[src/rtl/ln_input_pkg.sv]
// ln_input_pkg
//   Shared definitions for the layer-0 input deserializer. This package holds the default
//   frame geometry, the default binarization threshold and the deserializer state type.
//   It has no ports.
package ln_input_pkg;

   localparam int unsigned DEF_N_PIX  = 784;     // layer-0 input feature count (28x28)
   localparam int unsigned DEF_PIX_W  = 8;       // grayscale pixel width
   localparam logic [7:0]  DEF_THRESH = 8'd128;  // pixel >= threshold -> 1

   // FILL: accepting pixels; FULL: holding a complete frame for the neuron array
   typedef enum logic {
      FILL = 1'b0,
      FULL = 1'b1
   } state_e;

endpackage

[src/rtl/ln_pix_binarize.sv]
// ln_pix_binarize
//   Purely combinational pixel binarizer: bin = (pix >= THRESH), unsigned compare.
//   Ports:
//     pix  in  PIX_W  unsigned grayscale pixel
//     bin  out 1      binarized pixel
module ln_pix_binarize
   import ln_input_pkg::*;
#(
   parameter int unsigned      PIX_W  = DEF_PIX_W,
   parameter logic [PIX_W-1:0] THRESH = PIX_W'(DEF_THRESH)
) (
   input  logic [PIX_W-1:0] pix,
   output logic             bin
);

   assign bin = (pix >= THRESH);

endmodule

[src/rtl/ln_input_deserializer.sv]
// ln_input_deserializer
//   Collects N_PIX grayscale pixel beats, binarizes each one against THRESH and presents the
//   whole binarized frame as a single N_PIX-bit word to the layer-0 neuron array. Bit k of
//   out_data is pixel k in arrival order. While a frame is held no pixels are accepted, so
//   the minimum frame period is N_PIX+1 cycles.
//
//   Optional framing check (compile-time macro LN_LAST_CHECK_EN):
//     defined   - in_last before the final pixel aborts the frame (err_last pulse, counter
//                 cleared, no out_valid); a missing in_last on the final pixel pulses
//                 err_last but the frame still completes.
//     undefined - in_last is ignored and err_last is tied to 0.
//
//   Ports:
//     clk        in   1      sole clock, rising edge
//     rst_n      in   1      asynchronous active-low reset
//     in_valid   in   1      pixel beat valid
//     in_ready   out  1      pixel beat accepted when in_valid && in_ready
//     in_data    in   PIX_W  unsigned grayscale pixel
//     in_last    in   1      marks the final pixel of a frame
//     out_valid  out  1      binarized frame available
//     out_ready  in   1      neuron array consumes the frame
//     out_data   out  N_PIX  binarized frame
//     err_last   out  1      one-cycle framing-error pulse
module ln_input_deserializer
   import ln_input_pkg::*;
#(
   parameter int unsigned      N_PIX  = DEF_N_PIX,
   parameter int unsigned      PIX_W  = DEF_PIX_W,
   parameter logic [PIX_W-1:0] THRESH = PIX_W'(DEF_THRESH)
) (
   input  logic             clk,
   input  logic             rst_n,
   input  logic             in_valid,
   output logic             in_ready,
   input  logic [PIX_W-1:0] in_data,
   input  logic             in_last,
   output logic             out_valid,
   input  logic             out_ready,
   output logic [N_PIX-1:0] out_data,
   output logic             err_last
);

   // Guard keeps the counter at least one bit wide for degenerate single-pixel frames.
   localparam int unsigned      CNT_W    = (N_PIX > 1) ? $clog2(N_PIX) : 1;
   localparam logic [CNT_W-1:0] LAST_IDX = CNT_W'(N_PIX - 1);

   state_e             state_q, state_d;
   logic [CNT_W-1:0]   pix_cnt_q, pix_cnt_d;
   logic [N_PIX-1:0]   frame_q;
   logic               pix_bit;
   logic               accept;
   logic               at_last;
   logic               early_end;

   // ---------------------------------------------------------------------------------------
   // Pixel comparator
   // ---------------------------------------------------------------------------------------
   ln_pix_binarize #(
      .PIX_W  (PIX_W),
      .THRESH (THRESH)
   ) u_binarize (
      .pix (in_data),
      .bin (pix_bit)
   );

   assign accept  = in_valid && in_ready;
   assign at_last = (pix_cnt_q == LAST_IDX);

   // ---------------------------------------------------------------------------------------
   // Framing check
   // ---------------------------------------------------------------------------------------
`ifdef LN_LAST_CHECK_EN
   logic err_d, err_q;

   always_comb begin
      early_end = accept && in_last && !at_last;
      // Either an early in_last or a missing one on the final pixel is a framing error.
      err_d     = early_end || (accept && at_last && !in_last);
   end

   always_ff @(posedge clk or negedge rst_n) begin
      if (!rst_n) begin
         err_q <= 1'b0;
      end else begin
         err_q <= err_d;
      end
   end

   assign err_last = err_q;
`else
   logic unused_in_last;

   assign unused_in_last = in_last;
   assign early_end      = 1'b0;
   assign err_last       = 1'b0;
`endif

   // ---------------------------------------------------------------------------------------
   // FSM: state register
   // ---------------------------------------------------------------------------------------
   always_ff @(posedge clk or negedge rst_n) begin
      if (!rst_n) begin
         state_q   <= FILL;
         pix_cnt_q <= '0;
      end else begin
         state_q   <= state_d;
         pix_cnt_q <= pix_cnt_d;
      end
   end

   // ---------------------------------------------------------------------------------------
   // FSM: next state and pixel counter
   // ---------------------------------------------------------------------------------------
   always_comb begin
      state_d   = state_q;
      pix_cnt_d = pix_cnt_q;
      unique case (state_q)
         FILL: begin
            if (accept) begin
               if (early_end) begin
                  // Aborted frame: restart at pixel 0, stale bits get overwritten later.
                  pix_cnt_d = '0;
               end else if (at_last) begin
                  pix_cnt_d = '0;
                  state_d   = FULL;
               end else begin
                  pix_cnt_d = pix_cnt_q + CNT_W'(1);
               end
            end
         end
         FULL: begin
            if (out_ready) begin
               state_d = FILL;
            end
         end
         default: begin
            state_d   = FILL;
            pix_cnt_d = '0;
         end
      endcase
   end

   // ---------------------------------------------------------------------------------------
   // FSM: outputs (state only, never in_valid)
   // ---------------------------------------------------------------------------------------
   always_comb begin
      in_ready  = (state_q == FILL);
      out_valid = (state_q == FULL);
   end

   // ---------------------------------------------------------------------------------------
   // Frame register: written one bit per accepted beat, otherwise holds its value
   // ---------------------------------------------------------------------------------------
   always_ff @(posedge clk or negedge rst_n) begin
      if (!rst_n) begin
         frame_q <= '0;
      end else if (accept) begin
         frame_q[pix_cnt_q] <= pix_bit;
      end
   end

   assign out_data = frame_q;

endmodule

[config.mk]
export PLATFORM = sky130hd
export DESIGN_NAME = ln_input_deserializer
export DESIGN_NICKNAME = d
export VERILOG_FILES = /design/src/rtl/ln_input_pkg.sv /design/src/rtl/ln_pix_binarize.sv /design/src/rtl/ln_input_deserializer.sv
export SDC_FILE = /design/constraint.sdc
export NUM_CORES = 1
export LEC_CHECK = 0
export ABC_AREA = 0
export CAP_MARGIN = 20
export CORE_AREA = 2 2 310 312
export CTS_CLUSTER_DIAMETER = 50
export DETAILED_ROUTE_END_ITERATION = 10
export DIE_AREA = 0 0 312 314
export PLACE_DENSITY_LB_ADDON = 0.2
export SYNTH_ARGS = -nofsm -noshare
export SYNTH_HDL_FRONTEND = slang
export SYNTH_SLANG_ARGS = --single-unit
[constraint.sdc]
create_clock -name clk -period 6.1 [get_ports clk]
set_input_delay 0.915 -clock clk [delete_from_list [all_inputs] [get_ports clk]]
set_output_delay 0.915 -clock clk [all_outputs]
set_load 0.03 [all_outputs]
== Word-level counts from Yosys, hierarchy flattened ==
Index checks and enable logic that the tools add are counted.
W data, S select, Z words.
Word-level totals
  register bits: 795
  input port bits: 13
  output and inout bits: 787
  logic and storage cells: 20
Cells by class
  add/sub/neg operators: 1
  order comparisons: 3
  eq/ne operators: 1
  multiplexer cells: 8
  bitwise logic cells: 1
  reductions and logical operators: 3
Operators by type and width (number)
  $bwmux W784: 1
  $lt A10 B11 Y1 const B: 1
  $add A10 B1 Y10 const B: 1
  $demux W1 S10: 1
  $eq A10 B10 Y1 const B: 1
  $ge A10 B1 Y1 const B: 1
  $mux W10: 1
  $ge A8 B8 Y1 const B: 1
  $mux W1: 4
  $logic_and A1 B1 Y1: 2
  $pmux W1 S2: 1
  $reduce_and A2 Y1: 1
  $not A1 Y1: 1

== Depth between registers and ports, before layout ==
Gate-level depths: netlist (run 1).
  depth after elaboration: 5
  depth in mapped cells: 9
  depth with buffers taken out: 5

== By module ==
A second synthesis (run 1) with hierarchy kept.
Second synthesis, totals
  cells, all modules: 2894
  area, all modules: 36248.5 um^2
Modules (own cells, without submodules)
  ln_input_deserializer: times used 1, cells each 2893, area each 36244.8 um^2, seq. area each 19894.1 um^2
  ln_pix_binarize: times used 1, cells each 1, area each 3.8 um^2, seq. area each 0.0 um^2

== Worst setup path after synthesis (run 1) ==
No wires, ideal clock.
  path kind: input-to-reg
  start: input in_valid
  end: register frame_q[148], in the netlist out_data[148]
  arrival: 2088 ps
  slack: 3885 ps
  cell stages on the path: 7
  path buffers: 4
  cell sequence: buf_2 -> and4b_1 -> buf_2 -> buf_2 -> buf_2 -> nand4_1 -> mux2_1
Between the ends
  word-level cells in the longest chain between the ends: 1
RTL lines
  start, declared: RTL line ln_input_deserializer.sv:33  | input logic in_valid,
  $logic_and A1 B1 Y1: RTL line ln_input_deserializer.sv:66  | assign accept = in_valid && in_ready;
  end signal, assigned by index: RTL line ln_input_deserializer.sv:158  | frame_q[pix_cnt_q] <= pix_bit;
  end, declared: RTL line ln_input_deserializer.sv:49  | logic [N_PIX-1:0] frame_q;
No other way between the ends.
A chain may end at the register's enable or synchronous reset.

== Final worst setup path (run 1) ==
  start: register pix_cnt_q[9]
  end: register frame_q[645], in the netlist out_data[645]
Between the ends
  word-level cells in the longest chain between the ends: 5
RTL lines
  start, declared: RTL line ln_input_deserializer.sv:48  | logic [CNT_W-1:0] pix_cnt_q, pix_cnt_d;
  start signal, assigned: RTL line ln_input_deserializer.sv:107  | pix_cnt_q <= pix_cnt_d;
  $lt A10 B11 Y1 (implied by the code) / $ge A10 B1 Y1 (equally long branches): RTL line ln_input_deserializer.sv:158
  $logic_and A1 B1 Y1 (implied by the code): RTL line ln_input_deserializer.sv:158
  $mux W1 (implied by the code): RTL line ln_input_deserializer.sv:158
  $demux W1 S10 *: RTL line ln_input_deserializer.sv:158
  $bwmux W784 *: RTL line ln_input_deserializer.sv:158
Mark *: on every way between the ends. The rest lies on a longest branch, timed or not.

==> reports/results.ini, run 1 <==
[route]
firstDrtPassIters = 5
via_count = 27922
via_per_inst = 5.876
ant_nets = 0
wl_per_cell_um = 27.36
finalWirelength_um = 130000
drtIter0Drc = 2533
drc_errors = 0

[timing]
hold_viol = 0
worst_pin_slew_ns = 1.086
setup_viol = 0
rsz0062_at_grt = no
slew_viol_final = 0
hold_slack_ns = 0.2365
skew_ns = 0.02995
min_period_ns = 3.244
post-route-period-util_pct = 53.18
final.setup.tns_ns = 0
fmax_mhz = 308.3
slew_headroom_pct = 27.63

[setup_path]
crit_type = reg2reg
arrival_ns = 3.80
cp_cell_sequence = and3b_4 -> buf_4 -> nand4_1 -> mux2_1
critical-path-max-stage-delay_ns = 1.04
required_ns = 6.66
cp_max_fo = 56
start_kind = flip-flop
r2r-start = pix_cnt_q[9]
crit_path_end_kind = flip-flop
slowest_stage = dfrtp_1
cp-startpoint = pix_cnt_q[9]

[synthesis]
synth.avg_cell_area_sq_um = 12.58
synth-edff-count = 0
ys_types = 41
synth_cells = 2883
synthFlopType = dfrtp_1
async_reset_ff_share_pct = 100.0
syn-num-nets = 2900
synth_area_sq_um = 36260
ys_ff_latch = 795
synth_warnings = 0
synth_seq_area_share_pct = 54.87

[job]
cap_violations = 0

[place]
dp_hpwl_um = 75450
dp_cells = 4557
gp_congestion = 0.7725
io_buffers = 790

[global_route]
antenna_found_initial = 0
grt_pass1_wl_um = 192400
grt.met2_usage_pct = 40.25
use_met1_pct = 32.71
grt_max_degree = 195
grt-busiest-layer = met2
overflow = 0
grt_pass1_vias = 27581
grt_use_total_pct = 25.53
use_met3_pct = 7.128

[floorplanning]
start_util_pct = 38.39
die_area_sq_um = 97970
die_h_um = 314
row_count = 113
ioPinCount = 800
core-area_sq_um = 94450
fp.dieW_um = 312

[clocking]
cts_resized = 0
cts_hold_buf = 0
clock_latency_ns = 0.69
clockBufferDepth = 3
ctsHtreeMaxLevel = 3
root_buffer = clkbuf_16
cts_made_buffers = 104
clk_pin_slew_ns = 0.06
cts_tree = yes
cts_sinks = 795
cts_setup_buffers = 0

[run_status]
status = finished, final reports clean

[layout]
fin_nets = 3417
antenna_cells = 0
instances_no_fill = 4752
drive_gt1_share_pct = 22.54
areaGrowthSynthToFinish_pct = 32.99

[power_and_ir_drop]
power_density_nw_per_um2 = 328.7
ir_drop_mv = 0.3127
leakagePower_nw = 21.24

[worst_hold_path]
hp-class = in2async

## final cells by class
| type | count | area, sq um |
|---|---|---|
| clock buffer | 135 | 2870 |
| clock inverter | 58 | 789.5 |
| fill | 8297 | 46220 |
| inverter | 3 | 11.26 |
| multi-input combinational | 1642 | 14430 |
| sequential | 795 | 19890 |
| tap | 1265 | 1583 |
| timing repair buffer | 854 | 8640 |
## final timing paths
kind	cells after the start	end	slack (ns)
max	4	out_data[645]	2.86
min reg2reg	1	out_data[378]	0.49
max reg2reg	4	out_data[645]	2.86
min	1	out_data[160]	0.24
min in group clk	1	out_data[378]	0.49
max in group asynchronous	2	out_data[743]	4.33
## sequential cells by signal (all words and copies together) (netlist names)
signal,count
out_data,784
pix_cnt_q,10
out_valid,1
## per-stage QoR
| stage | util, % | setup slack (ns) | power [mW] | instance area, sq um |
|---|---|---|---|---|
| after floorplan | - | 3.885 | 7.805 | 36260 |
| after CTS | 51.02 | 2.829 | 15.98 | 48190 |
| after global placement | 47.15 | 2.206 | 9.444 | 44530 |
| after global routing | 51.06 | 2.664 | 16.40 | 48220 |
| after detailed placement | 47.15 | 2.207 | 9.447 | 44530 |
| final | 51.06 | 2.856 | 15.85 | 48220 |
## critical path, delay by kind of cell, from the launching register on
family | cells | cell delay (ns)
buffers and inverters | 1 | 0.60
muxes | 1 | 0.35
DFF | 1 | 1.04
and+or+nand+nor | 2 | 1.05
## synthesized netlist by cell type, types with 3 or more instances
cell type | n | share of area [%]
nor2_1 | 6 | 0.062
nand4_1 | 786 | 14
and2_1 | 4 | 0.069
and4bb_2 | 3 | 0.10
mux2_2 | 514 | 16
nor3b_1 | 3 | 0.062
buf_4 | 22 | 0.46
mux2_1 | 270 | 8.4
inv_1 | 3 | 0.031
clkbuf_1 | 144 | 1.5
o21ai_0 | 4 | 0.055
nor2b_1 | 9 | 0.16
buf_1 | 23 | 0.24
a21oi_1 | 3 | 0.041
dfrtp_1 | 795 | 55
and4b_1 | 3 | 0.083
nand2_1 | 3 | 0.031
nand3_1 | 4 | 0.055
buf_2 | 252 | 3.5
ha_1 | 4 | 0.14
## cells in the final DEF, fill, tap and decap left out, drive strengths merged, types with 4 or more instances in the layout
| cell | synthesis | routed |
|---|---|---|
| nand3 | 4 | 4 |
| clkbuf | 145 | 135 |
| nor2b | 9 | 9 |
| buf | 298 | 66 |
| clkinvlp | 0 | 7 |
| inv | 3 | 10 |
| nor2 | 6 | 6 |
| and2 | 5 | 5 |
| nand4 | 786 | 786 |
| mux2 | 784 | 784 |
| o21ai | 4 | 4 |
| ha | 4 | 4 |
| bufinv | 0 | 16 |
| and4bb | 4 | 4 |
| dfrtp | 795 | 795 |
| clkdlybuf4s50 | 0 | 788 |
| clkinv | 0 | 28 |
## per-layer routing
metal / vias up / wire length (um)
met1: 14732 / 53090
met3: 231 / 10090
met5: - / 0
met4: 0 / 6149
met2: 1010 / 60700
li1: 11949 / -
## cells by family after synthesis
kind of cell / synth area share, %
fa+ha+maj: 0.1380
simple gates: 14.59
flops: 54.87
xor+xnor: 0.09664
mux: 24.35
compound gates: 0.2070
other cells: 0.01034
buf+inv: 5.739
## where the power goes
part	total [mW]	internal, mW	switching (mW)
sequential	5.65	5.47	0.180
clock	6.51	4.01	2.50
combinational	3.69	0.741	2.95
total	15.8	10.2	5.63
No activity file was read; power rests on OpenSTA's default activity.
==> run 2: changes to the inputs <==
==> constraint.sdc (replaced) <==
create_clock -name clk -period 2.86 [get_ports clk]
set_input_delay 0.429 -clock clk [delete_from_list [all_inputs] [get_ports clk]]
set_output_delay 0.429 -clock clk [all_outputs]
set_load 0.03 [all_outputs]
==> run 2 against run 1 <==
Setup slack got worse by 2.5 ns. Clock skew fell by 0.0028 ns. Wire length rose by 0.34%. Sequential power rose by 110%. Register-to-register slack got worse by 2.4 ns. Count of clock-buffer cells in the layout rose by 6. Utilization rose by 0.99 points. Cell count rose by 1.3%. Cell area rose by 1.9%. Clock power rose by 110%. Critical path type is now reg2out.
==> reports/results.ini, run 2 (synthesis results as in run 1) <==
[run_status]
status = finished, final reports clean

[power_and_ir_drop]
leakagePower_nw = 21.65  ; +2.0%
ir_drop_mv = 0.7469  ; +140%
power_density_nw_per_um2 = 694.6  ; +110%

[clocking]
cts_sinks = 795  ; unchanged
root_buffer = clkbuf_16
cts_made_buffers = 104  ; unchanged
clockBufferDepth = 3  ; unchanged
clock_latency_ns = 0.69  ; about the same
cts_resized = 0  ; unchanged
clk_pin_slew_ns = 0.05  ; about the same
ctsHtreeMaxLevel = 3  ; unchanged
cts_tree = yes

[floorplanning]
die_h_um = 314  ; unchanged
row_count = 113  ; unchanged
core-area_sq_um = 94450  ; unchanged
start_util_pct = 38.39  ; unchanged
die_area_sq_um = 97970  ; unchanged
ioPinCount = 800  ; unchanged
fp.dieW_um = 312  ; unchanged

[timing]
slew_viol_final = 0  ; unchanged
setup_viol = 0  ; unchanged
fmax_mhz = 395.7
min_period_ns = 2.527
slew_headroom_pct = 47.39  ; +20 points
final.setup.tns_ns = 0  ; unchanged
skew_ns = 0.02710  ; -0.002846 ns
rsz0062_at_grt = no
worst_pin_slew_ns = 0.7891  ; -0.2965 ns
post-route-period-util_pct = 88.35
hold_viol = 0  ; unchanged

[route]
finalWirelength_um = 130500  ; +0.34%
drc_errors = 0  ; unchanged
wl_per_cell_um = 27.09  ; -0.99%
ant_nets = 0  ; unchanged
drtIter0Drc = 2325  ; -8.2%
via_per_inst = 5.857  ; -0.32%
firstDrtPassIters = 5  ; unchanged
via_count = 28208  ; +1.0%

[setup_path]
cpLargestDelayFamily = buffers and inverters
crit_type = reg2out
slowest_stage = clkdlybuf4s50_1
crit_path_end_kind = output port
cp_cell_sequence = clkdlybuf4s50_1
worstSetupPathDepth = 1  ; -3
cp_max_fo = 14  ; -75%
r2r-start = pix_cnt_q[0]
r2r_cells = 6  ; +2
cp-startpoint = out_valid
required_ns = 2.43  ; -4.23 ns
critical-path-max-stage-delay_ns = 0.77  ; -0.27 ns
arrival_ns = 2.10  ; -1.70 ns
start_kind = flip-flop
worst-path-buf-inv = 1  ; unchanged

[place]
dp_hpwl_um = 78740  ; +4.4%
dpl-instance-area_sq_um = 45540  ; +2.3%
gp_congestion = 0.7867  ; +1.8%
io_buffers = 790  ; unchanged

[layout]
drive_gt1_share_pct = 23.77  ; +1.2 points
largest_reg_flops = 784  ; unchanged
fin_nets = 3479  ; +1.8%
antenna_cells = 0  ; unchanged
areaGrowthSynthToFinish_pct = 35.56
final_common_cell = dfrtp_1
design_area_sq_um = 49150  ; +1.9%
final_cell_mix = 795 x dfrtp_1, 788 x clkdlybuf4s50_1, 786 x nand4_1

[worst_hold_path]
hp-class = in2reg
min_from = out_ready
hold_depth = 2

[global_route]
grt_pass1_wl_um = 194200  ; +0.96%
antenna_found_initial = 0  ; unchanged
grt_pass1_vias = 28012  ; +1.6%
grt_max_degree = 135  ; -31%
grt_use_total_pct = 25.75  ; +0.21 points
overflow = 0  ; unchanged

[job]
cap_violations = 0  ; unchanged

-- run 2: changes by cell type in the layout (fill, tap and decap cells not counted), moves of 2 or more --
| cell | change |
|---|---|
| clkinvlp_4 | +4 |
| clkbuf_1 | +5 |
| clkinv_2 | -7 |
| buf_4 | +19 |
| buf_12 | +43 |
| bufinv_16 | -4 |
| inv_8 | +2 |
-- run 2: worst paths after layout --
kind / to / slack, ns
min: out_valid / 0.31
max in group asynchronous: out_data[192] / 1.50
min reg2reg: out_data[449] / 0.49
min in group asynchronous: out_data[191] / 0.35
max: out_valid / 0.33
max reg2reg: out_data[402] / 0.47
-- run 2: timing repair --
item                      CTS  global route
hold buffers                1             0
hold endpoints to repair   32             0
setup buffers               0             0
-- run 2: area by class of cell --
type	count	area [sq um]
clock buffer	141	2903
clock inverter	54	695.7
fill	8277	45290
timing repair buffer	916	9642
multi-input combinational	1642	14430
sequential	795	19890
inverter	3	11.26
tap	1265	1583
-- run 2: metrics by stage --
stage	hold slack [ns]	utilization [%]	worst slack [ns]	power, mW	std cells
2_1_floorplan	0.1334	-	0.9086	16.65	2883
3_3_place_gp	0.4725	48.22	0.3129	20.77	4620
3_5_place_dp	0.4782	48.22	0.2860	20.76	4620
4_1_cts	0.2620	52.04	0.2856	34.41	4816
5_1_grt	0.2993	52.04	0.2532	35.30	4816
6_report	0.3070	52.04	0.3331	34.14	4816
-- run 2: worst reg2reg max path, cell delays in order (launching register included) --
cell	delay [ns]
dfrtp_1	0.42
inv_1	0.12
ha_1	0.41
and4bb_4	0.34
buf_12	0.26
nand4_1	0.34
mux2_1	0.37
-- run 2: layer usage --
metal,track usage [%],wire length [um],vias to the layer above
met1,33.04,53160,14871
met2,40.54,61030,1014
met5,0,0,-
met3,7.233,10060,236
met4,11.71,6229,0
li1,-,-,12087
-- run 2: where the power goes --
part,internal (mW),switching (mW)
sequential,11.7,0.387
combinational,2.08,6.43
clock,8.26,5.32
total,22.0,12.1
